**src/rtl/tmds_pkg.sv**
```systemverilog
// Shared constants for the TMDS link controller: control tokens, clock pattern,
// FSM state encoding and default 640x480@60 timing.
package tmds_pkg;

  // Control tokens indexed by {c1, c0}; bit 0 leaves the serializer first.
  localparam logic [9:0] CTL00   = 10'b1101010100;
  localparam logic [9:0] CTL01   = 10'b0010101011;
  localparam logic [9:0] CTL10   = 10'b0101010100;
  localparam logic [9:0] CTL11   = 10'b1010101011;
  localparam logic [9:0] CLK_PAT = 10'b0000011111;

  localparam int DEF_H_ACTIVE = 640;
  localparam int DEF_H_FP     = 16;
  localparam int DEF_H_SYNC   = 96;
  localparam int DEF_H_BP     = 48;
  localparam int DEF_V_ACTIVE = 480;
  localparam int DEF_V_FP     = 10;
  localparam int DEF_V_SYNC   = 2;
  localparam int DEF_V_BP     = 33;

  typedef enum logic [1:0] {
    ST_WAIT_LOCK  = 2'd0,
    ST_SERDES_RST = 2'd1,
    ST_FLUSH      = 2'd2,
    ST_RUN        = 2'd3
  } link_state_e;

  // Control token carrying c1 (vsync level) and c0 (hsync level).
  function automatic logic [9:0] ctl_tok(input logic c1, input logic c0);
    logic [9:0] t;
    case ({c1, c0})
      2'b00:   t = CTL00;
      2'b01:   t = CTL01;
      2'b10:   t = CTL10;
      default: t = CTL11;
    endcase
    return t;
  endfunction

endpackage

```
**src/rtl/video_timing_gen.sv**
```systemverilog
// Raster counters: h/v give the position of the next symbol to be emitted,
// with active-region and sync flags decoded from them.
module video_timing_gen
  import tmds_pkg::*;
#(
  parameter int H_ACTIVE = DEF_H_ACTIVE,
  parameter int H_FP     = DEF_H_FP,
  parameter int H_SYNC   = DEF_H_SYNC,
  parameter int H_BP     = DEF_H_BP,
  parameter int V_ACTIVE = DEF_V_ACTIVE,
  parameter int V_FP     = DEF_V_FP,
  parameter int V_SYNC   = DEF_V_SYNC,
  parameter int V_BP     = DEF_V_BP
) (
  input  logic        i_clk,
  input  logic        i_arst_n,
  input  logic        i_clr,
  input  logic        i_adv,
  output logic [11:0] o_h,
  output logic [10:0] o_v,
  output logic        o_act,
  output logic        o_hs,
  output logic        o_vs
);

  localparam int H_TOTAL = H_ACTIVE + H_FP + H_SYNC + H_BP;
  localparam int V_TOTAL = V_ACTIVE + V_FP + V_SYNC + V_BP;

  logic [11:0] h_q, h_d;
  logic [10:0] v_q, v_d;

  // Clear dominates; otherwise step one pixel, wrapping line then frame.
  always_comb begin
    h_d = h_q;
    v_d = v_q;
    if (i_clr) begin
      h_d = '0;
      v_d = '0;
    end else if (i_adv) begin
      if (h_q == 12'(H_TOTAL - 1)) begin
        h_d = '0;
        v_d = (v_q == 11'(V_TOTAL - 1)) ? '0 : v_q + 11'd1;
      end else begin
        h_d = h_q + 12'd1;
      end
    end
  end

  // Counter registers.
  always_ff @(posedge i_clk or negedge i_arst_n) begin
    if (!i_arst_n) begin
      h_q <= '0;
      v_q <= '0;
    end else begin
      h_q <= h_d;
      v_q <= v_d;
    end
  end

  assign o_h   = h_q;
  assign o_v   = v_q;
  assign o_act = (h_q < 12'(H_ACTIVE)) && (v_q < 11'(V_ACTIVE));
  assign o_hs  = (h_q >= 12'(H_ACTIVE + H_FP)) && (h_q < 12'(H_ACTIVE + H_FP + H_SYNC));
  assign o_vs  = (v_q >= 11'(V_ACTIVE + V_FP)) && (v_q < 11'(V_ACTIVE + V_FP + V_SYNC));

endmodule

```
**src/rtl/tmds_link_ctrl.sv**
```systemverilog
// HDMI transmit link sequencer: PLL-lock wait, serializer reset, control-token
// flush, then per-pixel selection of video symbols or sync-carrying tokens.
module tmds_link_ctrl
  import tmds_pkg::*;
#(
  parameter int H_ACTIVE     = DEF_H_ACTIVE,
  parameter int H_FP         = DEF_H_FP,
  parameter int H_SYNC       = DEF_H_SYNC,
  parameter int H_BP         = DEF_H_BP,
  parameter int V_ACTIVE     = DEF_V_ACTIVE,
  parameter int V_FP         = DEF_V_FP,
  parameter int V_SYNC       = DEF_V_SYNC,
  parameter int V_BP         = DEF_V_BP,
  parameter bit HS_POL       = 1'b0,
  parameter bit VS_POL       = 1'b0,
  parameter int RST_CYCLES   = 16,
  parameter int FLUSH_CYCLES = 1024
) (
  input  logic        i_clk,
  input  logic        i_arst_n,
  input  logic        i_pll_locked,
  input  logic        i_enable,
  input  logic [9:0]  i_sym_ch0,
  input  logic [9:0]  i_sym_ch1,
  input  logic [9:0]  i_sym_ch2,
  input  logic        i_sym_valid,
  output logic        o_sym_ready,
  input  logic        i_clr_err,
  output logic        o_serdes_rst,
  output logic [9:0]  o_pdata_ch0,
  output logic [9:0]  o_pdata_ch1,
  output logic [9:0]  o_pdata_ch2,
  output logic [9:0]  o_pdata_clk,
  output logic [11:0] o_hcount,
  output logic [10:0] o_vcount,
  output logic        o_active,
  output logic        o_link_up,
  output logic        o_underflow
);

  link_state_e state_q, state_d;
  logic [15:0] cnt_q, cnt_d;
  logic [9:0]  pd0_q, pd0_d, pd1_q, pd1_d, pd2_q, pd2_d;
  logic [11:0] hc_q, hc_d;
  logic [10:0] vc_q, vc_d;
  logic        act_q, act_d, uf_q, uf_d;

  logic [11:0] t_h;
  logic [10:0] t_v;
  logic        t_act, t_hs, t_vs;
  logic        run, link_ok;
  logic [9:0]  blank_tok, idle_tok;

  assign link_ok   = i_pll_locked & i_enable;
  assign run       = (state_q == ST_RUN);
  assign blank_tok = ctl_tok(t_vs ? VS_POL : ~VS_POL, t_hs ? HS_POL : ~HS_POL);
  assign idle_tok  = ctl_tok(~VS_POL, ~HS_POL);

  // Counters sit at (0,0) outside RUN so the first RUN cycle starts the raster.
  video_timing_gen #(
    .H_ACTIVE (H_ACTIVE), .H_FP (H_FP), .H_SYNC (H_SYNC), .H_BP (H_BP),
    .V_ACTIVE (V_ACTIVE), .V_FP (V_FP), .V_SYNC (V_SYNC), .V_BP (V_BP)
  ) u_timing (
    .i_clk    (i_clk),
    .i_arst_n (i_arst_n),
    .i_clr    (~run),
    .i_adv    (run),
    .o_h      (t_h),
    .o_v      (t_v),
    .o_act    (t_act),
    .o_hs     (t_hs),
    .o_vs     (t_vs)
  );

  // Next state and next registered outputs; data-channel tokens are loaded on
  // the edge entering a state so they are valid for its whole duration.
  always_comb begin
    state_d = state_q;
    cnt_d   = cnt_q;
    pd0_d   = pd0_q;
    pd1_d   = pd1_q;
    pd2_d   = pd2_q;
    hc_d    = hc_q;
    vc_d    = vc_q;
    act_d   = act_q;
    uf_d    = i_clr_err ? 1'b0 : uf_q;
    if (!link_ok) begin
      state_d = ST_WAIT_LOCK;
      cnt_d   = '0;
      pd0_d   = '0;
      pd1_d   = '0;
      pd2_d   = '0;
      hc_d    = '0;
      vc_d    = '0;
      act_d   = 1'b0;
    end else begin
      case (state_q)
        ST_WAIT_LOCK: begin
          state_d = ST_SERDES_RST;
          cnt_d   = '0;
          pd0_d   = CTL00;
          pd1_d   = CTL00;
          pd2_d   = CTL00;
        end
        ST_SERDES_RST: begin
          if (cnt_q == 16'(RST_CYCLES - 1)) begin
            state_d = ST_FLUSH;
            cnt_d   = '0;
            pd0_d   = idle_tok;
          end else begin
            cnt_d = cnt_q + 16'd1;
          end
        end
        ST_FLUSH: begin
          if (cnt_q == 16'(FLUSH_CYCLES - 1)) begin
            state_d = ST_RUN;
            cnt_d   = '0;
          end else begin
            cnt_d = cnt_q + 16'd1;
          end
        end
        default: begin
          hc_d  = t_h;
          vc_d  = t_v;
          act_d = t_act;
          if (t_act && i_sym_valid) begin
            pd0_d = i_sym_ch0;
            pd1_d = i_sym_ch1;
            pd2_d = i_sym_ch2;
          end else begin
            pd0_d = blank_tok;
            pd1_d = CTL00;
            pd2_d = CTL00;
            if (t_act) uf_d = 1'b1;
          end
        end
      endcase
    end
  end

  // State and output registers.
  always_ff @(posedge i_clk or negedge i_arst_n) begin
    if (!i_arst_n) begin
      state_q <= ST_WAIT_LOCK;
      cnt_q   <= '0;
      pd0_q   <= '0;
      pd1_q   <= '0;
      pd2_q   <= '0;
      hc_q    <= '0;
      vc_q    <= '0;
      act_q   <= 1'b0;
      uf_q    <= 1'b0;
    end else begin
      state_q <= state_d;
      cnt_q   <= cnt_d;
      pd0_q   <= pd0_d;
      pd1_q   <= pd1_d;
      pd2_q   <= pd2_d;
      hc_q    <= hc_d;
      vc_q    <= vc_d;
      act_q   <= act_d;
      uf_q    <= uf_d;
    end
  end

  assign o_serdes_rst = (state_q == ST_WAIT_LOCK) || (state_q == ST_SERDES_RST);
  assign o_pdata_clk  = (state_q == ST_WAIT_LOCK) ? 10'd0 : CLK_PAT;
  assign o_link_up    = run;
  assign o_sym_ready  = run & t_act;
  assign o_pdata_ch0  = pd0_q;
  assign o_pdata_ch1  = pd1_q;
  assign o_pdata_ch2  = pd2_q;
  assign o_hcount     = hc_q;
  assign o_vcount     = vc_q;
  assign o_active     = act_q;
  assign o_underflow  = uf_q;

endmodule

```
**config.mk**
```make
export PLATFORM = sky130hd
export DESIGN_NAME = tmds_link_ctrl
export DESIGN_NICKNAME = d
export VERILOG_FILES = /design/src/rtl/tmds_pkg.sv /design/src/rtl/video_timing_gen.sv /design/src/rtl/tmds_link_ctrl.sv
export SDC_FILE = /design/constraint.sdc
export NUM_CORES = 1
export LEC_CHECK = 0
export BUFFER_PORTS_ARGS = -buffer_cell sky130_fd_sc_hd__buf_2
export CORE_UTILIZATION = 49
export CTS_CLUSTER_SIZE = 14
export DETAILED_ROUTE_END_ITERATION = 8
export GPL_ROUTABILITY_DRIVEN = 0
export PLACE_DENSITY = 0.76
export REMOVE_ABC_BUFFERS = 1
export SLEW_MARGIN = 0
export SYNTH_ARGS = -nofsm -noshare
export SYNTH_HDL_FRONTEND = slang
export SYNTH_HIERARCHICAL = 1
export SYNTH_SLANG_ARGS = --single-unit
export TNS_END_PERCENT = 5
```
**constraint.sdc**
```tcl
create_clock -name i_clk -period 2.2 [get_ports i_clk]
set_clock_uncertainty 0.15 [all_clocks]
set_input_delay 0.44 -clock i_clk [delete_from_list [all_inputs] [get_ports i_clk]]
set_output_delay 0.44 -clock i_clk [all_outputs]
set_load 0.01 [all_outputs]
```
* After elaboration in Yosys (flattened, before gate mapping)
Cells that the tools add are included.
** Storage, ports and cells
- Flip-flop bits (word level) :: 96
- Word-level logic and storage cells :: 87
** Cells by class
- $add $sub $neg :: 3
- Magnitude comparators :: 6
- Equal/unequal tests :: 16
- Mux-type cells :: 38
- Bitwise operators :: 2
- Reductions and logical operators :: 11
** Operators by type and width (number)
- two-way mux 10 bit :: 7
- case mux 10 bit (3 select lines) :: 2
- two-way mux 11 bit :: 5
- two-way mux 12 bit :: 4
- two-way mux 16 bit :: 3
- case mux 16 bit (3 select lines) :: 1
- case mux 10 bit (2 select lines) :: 2
- less-than comparator 12 x 10 -> 1 bit (second input constant) :: 2
- less-than comparator 11 x 9 -> 1 bit (second input constant) :: 2
- adder 16 x 1 -> 16 bit (second input constant) :: 1
- == test 16 x 10 -> 1 bit (second input constant) :: 1
- == test 16 x 4 -> 1 bit (second input constant) :: 1
- adder 12 x 1 -> 12 bit (second input constant) :: 1
- == test 12 x 10 -> 1 bit (second input constant) :: 1
- greater-or-equal comparator 12 x 10 -> 1 bit (second input constant) :: 1
- adder 11 x 1 -> 11 bit (second input constant) :: 1
- == test 11 x 10 -> 1 bit (second input constant) :: 1
- greater-or-equal comparator 11 x 9 -> 1 bit (second input constant) :: 1
- two-way mux 1 bit :: 9
- == test 2 bit (second input constant) :: 3
- two-way mux 2 bit :: 3
- inequality test 2 bit (second input constant) :: 3
- inequality test 3 bit (second input constant) :: 2
- case mux 2 bit (3 select lines) :: 1
- 12 further kinds :: 18

* Logic depth before layout (Yosys ltp)
Gate-level depths: netlist (run 1).
- Depth after elaboration :: 8
- Gate-level depth with buffers :: 10
- Depth with buffers taken out :: 10

* By module
Netlist (run 1), hierarchy kept.
** Modules (own cells, without submodules)
- tmds_link_ctrl :: instances 1, cells an instance 340, area an instance 3478.3 um^2
- video_timing_gen :: instances 1, cells an instance 145, area an instance 1370.1 um^2

* Least setup slack after synthesis (run 1)
OpenSTA, ideal clock, no wires.
- Path type :: register -> register
- Start point :: register cnt_q[13]
- End point :: register cnt_q[4]
- Arrival time :: 2.103 ns
- Required time :: 1.921 ns
- Slack :: -0.182 ns
- Stages on the path, launching flop included :: 7
- Buffers on the path :: 1
- Period minus slack after synthesis :: 2.382 ns
- Cell sequence :: dfrtp_1 -> or4_4 -> or4_4 -> a22o_4 -> buf_6 -> a41oi_2 -> a21oi_1
** On the way
- Cells in the longest elaborated chain, start to end :: 4
- Elaborated cells on any way between the ends :: 6
- Classes of those cells :: eq/ne: 2; mux: 4
** Ends and longest elaborated chain
- from (decl) :: line tmds_link_ctrl.sv:42 : logic [15:0] cnt_q, cnt_d;
- from (signal assigned) :: line tmds_link_ctrl.sv:155 : cnt_q <= cnt_d;
- == test 16 x 10 -> 1 bit / == test 16 x 4 -> 1 bit (equally long branches) :: line tmds_link_ctrl.sv:115, tmds_link_ctrl.sv:106
- two-way mux 16 bit (on tied branches) :: line tmds_link_ctrl.sv:115, tmds_link_ctrl.sv:106
- case mux 16 bit (3 select lines) * :: line tmds_link_ctrl.sv:97 : case (state_q)
- two-way mux 16 bit * :: line tmds_link_ctrl.sv:87 : if (!link_ok) begin
Mark *: on every way between the ends. The rest lies on a longest branch, timed or not.
A chain may end at the register's enable or synchronous reset.

* Worst setup path in the final report (run 1)
- Start point :: register cnt_q[13]
- End point :: register cnt_q[14]
** On the way
- Cells in the longest elaborated chain, start to end :: 4
- Elaborated cells on any way between the ends :: 7
- Classes of those cells :: add/sub: 1; eq/ne: 2; mux: 4
** Ends and longest elaborated chain (line)
- adder 16 x 1 -> 16 bit, or another cell as far along :: tmds_link_ctrl.sv:111, tmds_link_ctrl.sv:119
- two-way mux 16 bit (on tied branches) :: tmds_link_ctrl.sv:115, tmds_link_ctrl.sv:106
- case mux 16 bit (3 select lines) * :: tmds_link_ctrl.sv:97
- two-way mux 16 bit * :: tmds_link_ctrl.sv:87
Marks and branches as above.

==> impl_metrics.json, run 1 <==
{
  "drive_gt1_frac": 0.335,
  "place_ws_ps": -184,
  "cts_tree": "done",
  "drc": 0,
  "dp_hpwl_mm": 8.30,
  "clock_latency_ps": 370,
  "start_util": 0.515,
  "num_vias": 4361,
  "power_mw": 3.52,
  "max-vdd-ir-drop_uv": 296,
  "hp-class": "in2reg",
  "arrival_ps": 2460,
  "die_h_um": 101,
  "netSwitchingPower_mw": 0.917,
  "design.die.area_um2": 10300,
  "fin_nets": 688,
  "ant_nets": 0,
  "violations": "setup timing",
  "io_pins": 104,
  "gr-total-overflow": 0,
  "synth_flop_cell": "dfrtp_1",
  "clkTransAtPathRegs_ps": 100,
  "fp-row-count": 35,
  "status": "complete, but fails checks",
  "instances_no_fill": 773,
  "slew_headroom": 0.501,
  "syn2layout_area_growth_pct": 28.7,
  "min_period_ps": 2380,
  "drv_slew": 0,
  "fin_crit_sh": 1.08,
  "async_flop_share": 1.00,
  "htree_levels": 3,
  "grt_usage": 0.239,
  "wl_per_cell_um": 15.0,
  "antenna_cells": 0,
  "final_cell_mix": "96 x dfrtp_1, 96 x buf_2, 68 x nor2_1, 63 x buf_4, 27 x nand2_1",
  "syn_area_per_cell_um2": 10.0,
  "muxShareOfSynthArea": 0.0537,
  "yosys.area_share.simple": 0.189,
  "clockRootBuffer": "clkbuf_8",
  "swShare": 0.260,
  "p_leak_nw": 2.94,
  "synth_top_area_cell": "dfrtp_1",
  "synth_top_family_by_area": "simple AND/OR/NAND/NOR gates",
  "clock_path_buffers": 2,
  "cts_buffers": 9,
  "seqPwrFrac": 0.515,
  "synth_warnings": 6,
  "final-setup-viol-count": 31,
  "fmax_ghz": 0.421,
  "grt_pass1_wl_mm": 19.4,
  "vias_per_cell": 5.64,
  "wirelength_mm": 11.6,
  "powerDensity_nw_per_um2": 565,
  "dp.cells": 753,
  "cts_sinks": 96,
  "ys_seq_elements": 96,
  "worstPathMaxFanout": 12,
  "antenna_found_initial": 0,
  "cap_violations": 0,
  "criticalPathCategory": "reg2reg",
  "synth_fa_ha_area_frac": 0.0335,
  "yosysUniqueCellTypes": 61,
  "synth_compound_area_frac": 0.156,
  "final.setup.worst_slack_ps": -176,
  "critPathRequiredTime_ps": 2290,
  "tightestPinTransition_ps": 742,
  "p_comb_frac": 0.101,
  "synth_top_area_frac": 0.495,
  "startpoint_type": "register",
  "place_area_um2": 5870,
  "grt_max_degree": 39,
  "synth_edf_count": 0,
  "fp.dieW_um": 101,
  "rsz0062_at_grt": "yes",
  "drt_iter0_drc": 173,
  "fin_area_um2": 6240,
  "synth_xor_xnor_area_share": 0.0199,
  "clockPowerShare": 0.384,
  "core_um2": 9420,
  "portBuffers": 98,
  "syn_area_um2": 4850,
  "synth-seq-area-share": 0.495,
  "setup.worst_path.end_class": "register",
  "yosys-top-cells-area": "dfrtp_1 50%, mux2i_1 5.4%, nor2_1 5.3%",
  "firstDrtPassIters": 5,
  "hold_violations": 0,
  "synthCells": 485,
  "grt_pass1_vias": 4223,
  "internal-power_mw": 2.61
}
cell type report:
cell class	instances	area (um2)
clock inverters	7	114
repair buffers	167	1060
flip-flops and latches	96	2400
clock buffers	9	124
well taps	129	161
multi-input cells	343	2290
fillers	750	3180
inverters	22	85.1
state kept, by name, summed over array words and instances, names as in the netlist:
register	count
cnt_q	16
o_active	1
o_hcount	12
o_pdata_ch0	10
o_pdata_ch1	10
o_pdata_ch2	10
o_underflow	1
o_vcount	11
state_q	2
u_timing/o_h	12
u_timing/o_v	11
synthesized netlist by cell type (2+ instances only):
library cell / n
buf_4: 9
o31ai_1: 4
nor2b_1: 11
mux2i_1: 26
ha_1: 13
or2_2: 2
a311oi_1: 9
inv_1: 21
a31o_2: 2
and2_1: 2
a21oi_1: 20
or4_1: 2
nand2_1: 28
nor4_1: 9
clkbuf_1: 14
a41oi_1: 2
nor2_1: 68
and3_1: 3
nand4_1: 5
nand2b_1: 2
o311ai_1: 3
o2111ai_1: 2
o21ai_1: 7
dfrtp_1: 96
o21ai_0: 16
or4_4: 3
o211ai_1: 4
xnor2_1: 6
nand3_1: 14
xor2_1: 5
a31oi_1: 8
a22o_1: 14
nor3_1: 19
buf_6: 3
or3_1: 3
buf_1: 2
o21a_1: 4
per-layer routing:
layer | vias up | track usage | share of wire
met5 | - | 0 | 0
met4 | 0 | 0.0970 | 0.018
met3 | 24 | 0.0414 | 0.055
met2 | 153 | 0.406 | 0.51
met1 | 2147 | 0.304 | 0.41
li1 | 2037 | - | -
through the flow:
step / util / hold slack [ps] / setup TNS, ps
2_1_floorplan: - / -5.59 / -20230
3_3_place_gp: 0.624 / 296 / -2200
3_5_place_dp: 0.624 / 299 / -3130
4_1_cts: 0.658 / 84.3 / -2690
5_1_grt: 0.663 / 92.1 / -4700
6_report: 0.663 / 94.2 / -3070
path summary, 6_finish.rpt:
check | start | to | slack (ps) | cells after the start
worst max-delay path | cnt_q[13] | cnt_q[14] | -180 | 5
worst min-delay path | i_clr_err | o_underflow | 90 | 2
worst max register to register | cnt_q[13] | cnt_q[14] | -180 | 5
worst min register to register | o_pdata_ch2[0] | o_pdata_ch2[0] | 360 | 1
max in group asynchronous | i_arst_n | state_q[1] | 850 | 3
min in group asynchronous | i_arst_n | u_timing/o_h[7] | 430 | 2
logic make-up (layout without fill, tap and decap cells):
logic type | Yosys count | after routing
compound gates | 104 | 105
xor+xnor | 11 | 11
fa+ha+maj | 13 | 13
buf+inv | 51 | 205
flops | 96 | 96
mux | 26 | 26
other cells | 1 | 5
simple gates | 183 | 183
timing repair:
| item | 4_1_cts | 5_1_grt |
|---|---|---|
| resized for setup | 13 | 11 |
| pin swaps | 11 | 8 |
| hold buffers | 1 | 0 |
| setup endpoints to repair | 32 | 39 |
| hold endpoints to repair | 35 | 0 |
| cloned | 1 | 0 |
| setup buffers | 2 | 0 |
critical path, cell delays in order, from the launching register on:
cell     delay [ps]
dfrtp_1         410
or4_4           520
or4_4           580
a22o_4          320
a41oi_1         220
a31oi_1          60
power by group through the flow:
stage          logic [mW]  registers [mW]  clock network [mW]
2_1_floorplan       0.141            1.86                   0
3_3_place_gp        0.341            1.85                   0
3_5_place_dp        0.352            1.85                   0
4_1_cts             0.359            1.81                1.37
5_1_grt             0.395            1.82                1.45
6_report            0.357            1.81                1.35
Power figures use the tool's default switching activity.
==> run 2: changes to the inputs <==
==> constraint.sdc (replaced) <==
create_clock -name i_clk -period 2.2 [get_ports i_clk]
set_clock_uncertainty 0.15 [all_clocks]
set_input_delay 0.44 -clock i_clk [delete_from_list [all_inputs] [get_ports i_clk]]
set_output_delay 0.44 -clock i_clk [all_outputs]
set_load 0.05 [all_outputs]
==> impl_metrics.json, run 2 (synthesized netlist as in run 1, its figures left out) <==
{
  "violations": "setup timing",
  "final-seq-area_um2": 2400,
  "cts_tree": "done",
  "min_period_ps": 2380,
  "tightestPinTransition_ps": 670,
  "drive_gt1_frac": 0.356,
  "start_util": 0.515,
  "largest_reg_flops": 16,
  "crit_top_cell": "or4_4",
  "vias_per_cell": 5.61,
  "r2r_slack_ps": -180,
  "critPathMaxStageDelay_ps": 590,
  "io_pins": 104,
  "fin_nets": 692,
  "startpoint_type": "register",
  "instances_no_fill": 777,
  "hold_violations": 0,
  "grt_pass1_wl_mm": 19.6,
  "clock_latency_ps": 360,
  "design.die.area_um2": 10300,
  "final_cell_mix": "96 x dfrtp_1, 94 x buf_2, 68 x buf_4, 67 x nor2_1, 27 x nand2_1",
  "multi_input_area_um2": 2380,
  "largest-register": "cnt_q",
  "worstPathMaxFanout": 16,
  "final.setup.worst_slack_ps": -181,
  "firstDrtPassIters": 4,
  "rr_worst_depth": 6,
  "arrival_ps": 2490,
  "p_leak_nw": 2.94,
  "portBuffers": 98,
  "fp-row-count": 35,
  "gr-total-overflow": 0,
  "fin_util": 0.673,
  "syn2layout_area_growth_pct": 30.8,
  "cp-startpoint": "cnt_q[12]",
  "wl_per_cell_um": 15.9,
  "core_um2": 9420,
  "grt_max_degree": 39,
  "grt_pass1_vias": 4283,
  "final-setup-viol-count": 33,
  "slew_headroom": 0.549,
  "hp-class": "in2reg",
  "dp_hpwl_mm": 8.40,
  "cts_buffers": 9,
  "num_vias": 4359,
  "critPathRequiredTime_ps": 2310,
  "ant_nets": 0,
  "powerDensity_nw_per_um2": 561,
  "drt_iter0_drc": 252,
  "final_common_cell": "dfrtp_1",
  "max-vdd-ir-drop_uv": 371,
  "antenna_cells": 0,
  "status": "complete, but fails checks",
  "crit_chain": "or4_4 > or4_4 > a21oi_4 > buf_12 > nor2_1 > a311oi_1",
  "drv_slew": 0,
  "setup.worst_path.end_class": "register",
  "fmax_ghz": 0.420,
  "clkTransAtPathRegs_ps": 100,
  "dp.cells": 756,
  "criticalPathCategory": "reg2reg",
  "rr_startpoint": "cnt_q[12]",
  "hold_depth": 2,
  "crit_end": "o_pdata_ch0[8]",
  "wirelength_mm": 12.3,
  "cap_violations": 0,
  "slowest_stage": "or4_4",
  "n_fill_cell": 753,
  "antenna_found_initial": 0,
  "rsz0062_at_grt": "yes",
  "reg2reg_to": "o_pdata_ch0[8]",
  "htree_levels": 3,
  "fin_crit_sh": 1.08,
  "fp.dieW_um": 101,
  "clockRootBuffer": "clkbuf_8",
  "clock_path_buffers": 2,
  "die_h_um": 101,
  "grt_usage": 0.242,
  "cts_sinks": 96,
  "drc": 0
}
run 2: timing repair:
action,CTS,global route
hold buffers,1,0
pin swaps,13,7
gates cloned,2,0
endpoints found under the setup margin,33,51
endpoints found under the hold margin,35,0
setup buffers,2,0
gates resized for setup,24,19
run 2: worst min path at each step:
stage                     startpoint              end
final                      i_clr_err      o_underflow
after global routing       i_clr_err      o_underflow
after CTS                  i_clr_err      o_underflow
after detailed placement    i_arst_n  u_timing/o_h[2]
after global placement      i_arst_n  u_timing/o_h[2]
after floorplan             i_arst_n         cnt_q[0]
run 2: stage by stage:
step | instance area, um2 | hold WS (ps) | setup TNS (ps) | total power [mW] | setup slack (ps)
finish | 6340 | 93.8 | -3770 | 3.55 | -181
global route | 6340 | 87.3 | -5690 | 3.71 | -243
CTS | 6250 | 83.3 | -3070 | 3.58 | -165
detailed placement | 5900 | 305 | -3720 | 2.35 | -201
global placement | 5900 | 293 | -2200 | 2.34 | -151
floorplan | 4700 | -5.59 | -36880 | 2.16 | -1250
run 2: per-layer routing:
| metal | track usage | part of all wire | vias to the layer above |
|---|---|---|---|
| met1 | 0.299 | 0.42 | 2122 |
| met5 | 0 | 0 | - |
| li1 | - | - | 2041 |
| met2 | 0.417 | 0.51 | 172 |
| met3 | 0.0545 | 0.050 | 24 |
| met4 | 0.0847 | 0.016 | 0 |
run 2: worst max-delay path: cells and delay by family, from the launching register on:
kind / cells / cell delay [ps]
buffers and inverters: 1 / 150
DFF: 1 / 400
and+or+nand+nor: 3 / 1180
AOI/OAI and AO/OA: 2 / 390
run 2: area by class of cell:
type | instances | area share
Clock buffer | 9 | 0.0195
Clock inverter | 7 | 0.0134
Inverter | 22 | 0.0136
Multi-Input combinational cell | 344 | 0.376
Sequential cell | 96 | 0.379
Tap cell | 129 | 0.0255
Timing Repair Buffer | 170 | 0.173
run 2: power by group:
part	internal [mW]	total, mW	switching, mW
logic	0.152	0.521	0.369
clock network	0.548	1.22	0.670
registers	1.80	1.82	0.0193
total	2.50	3.55	1.06
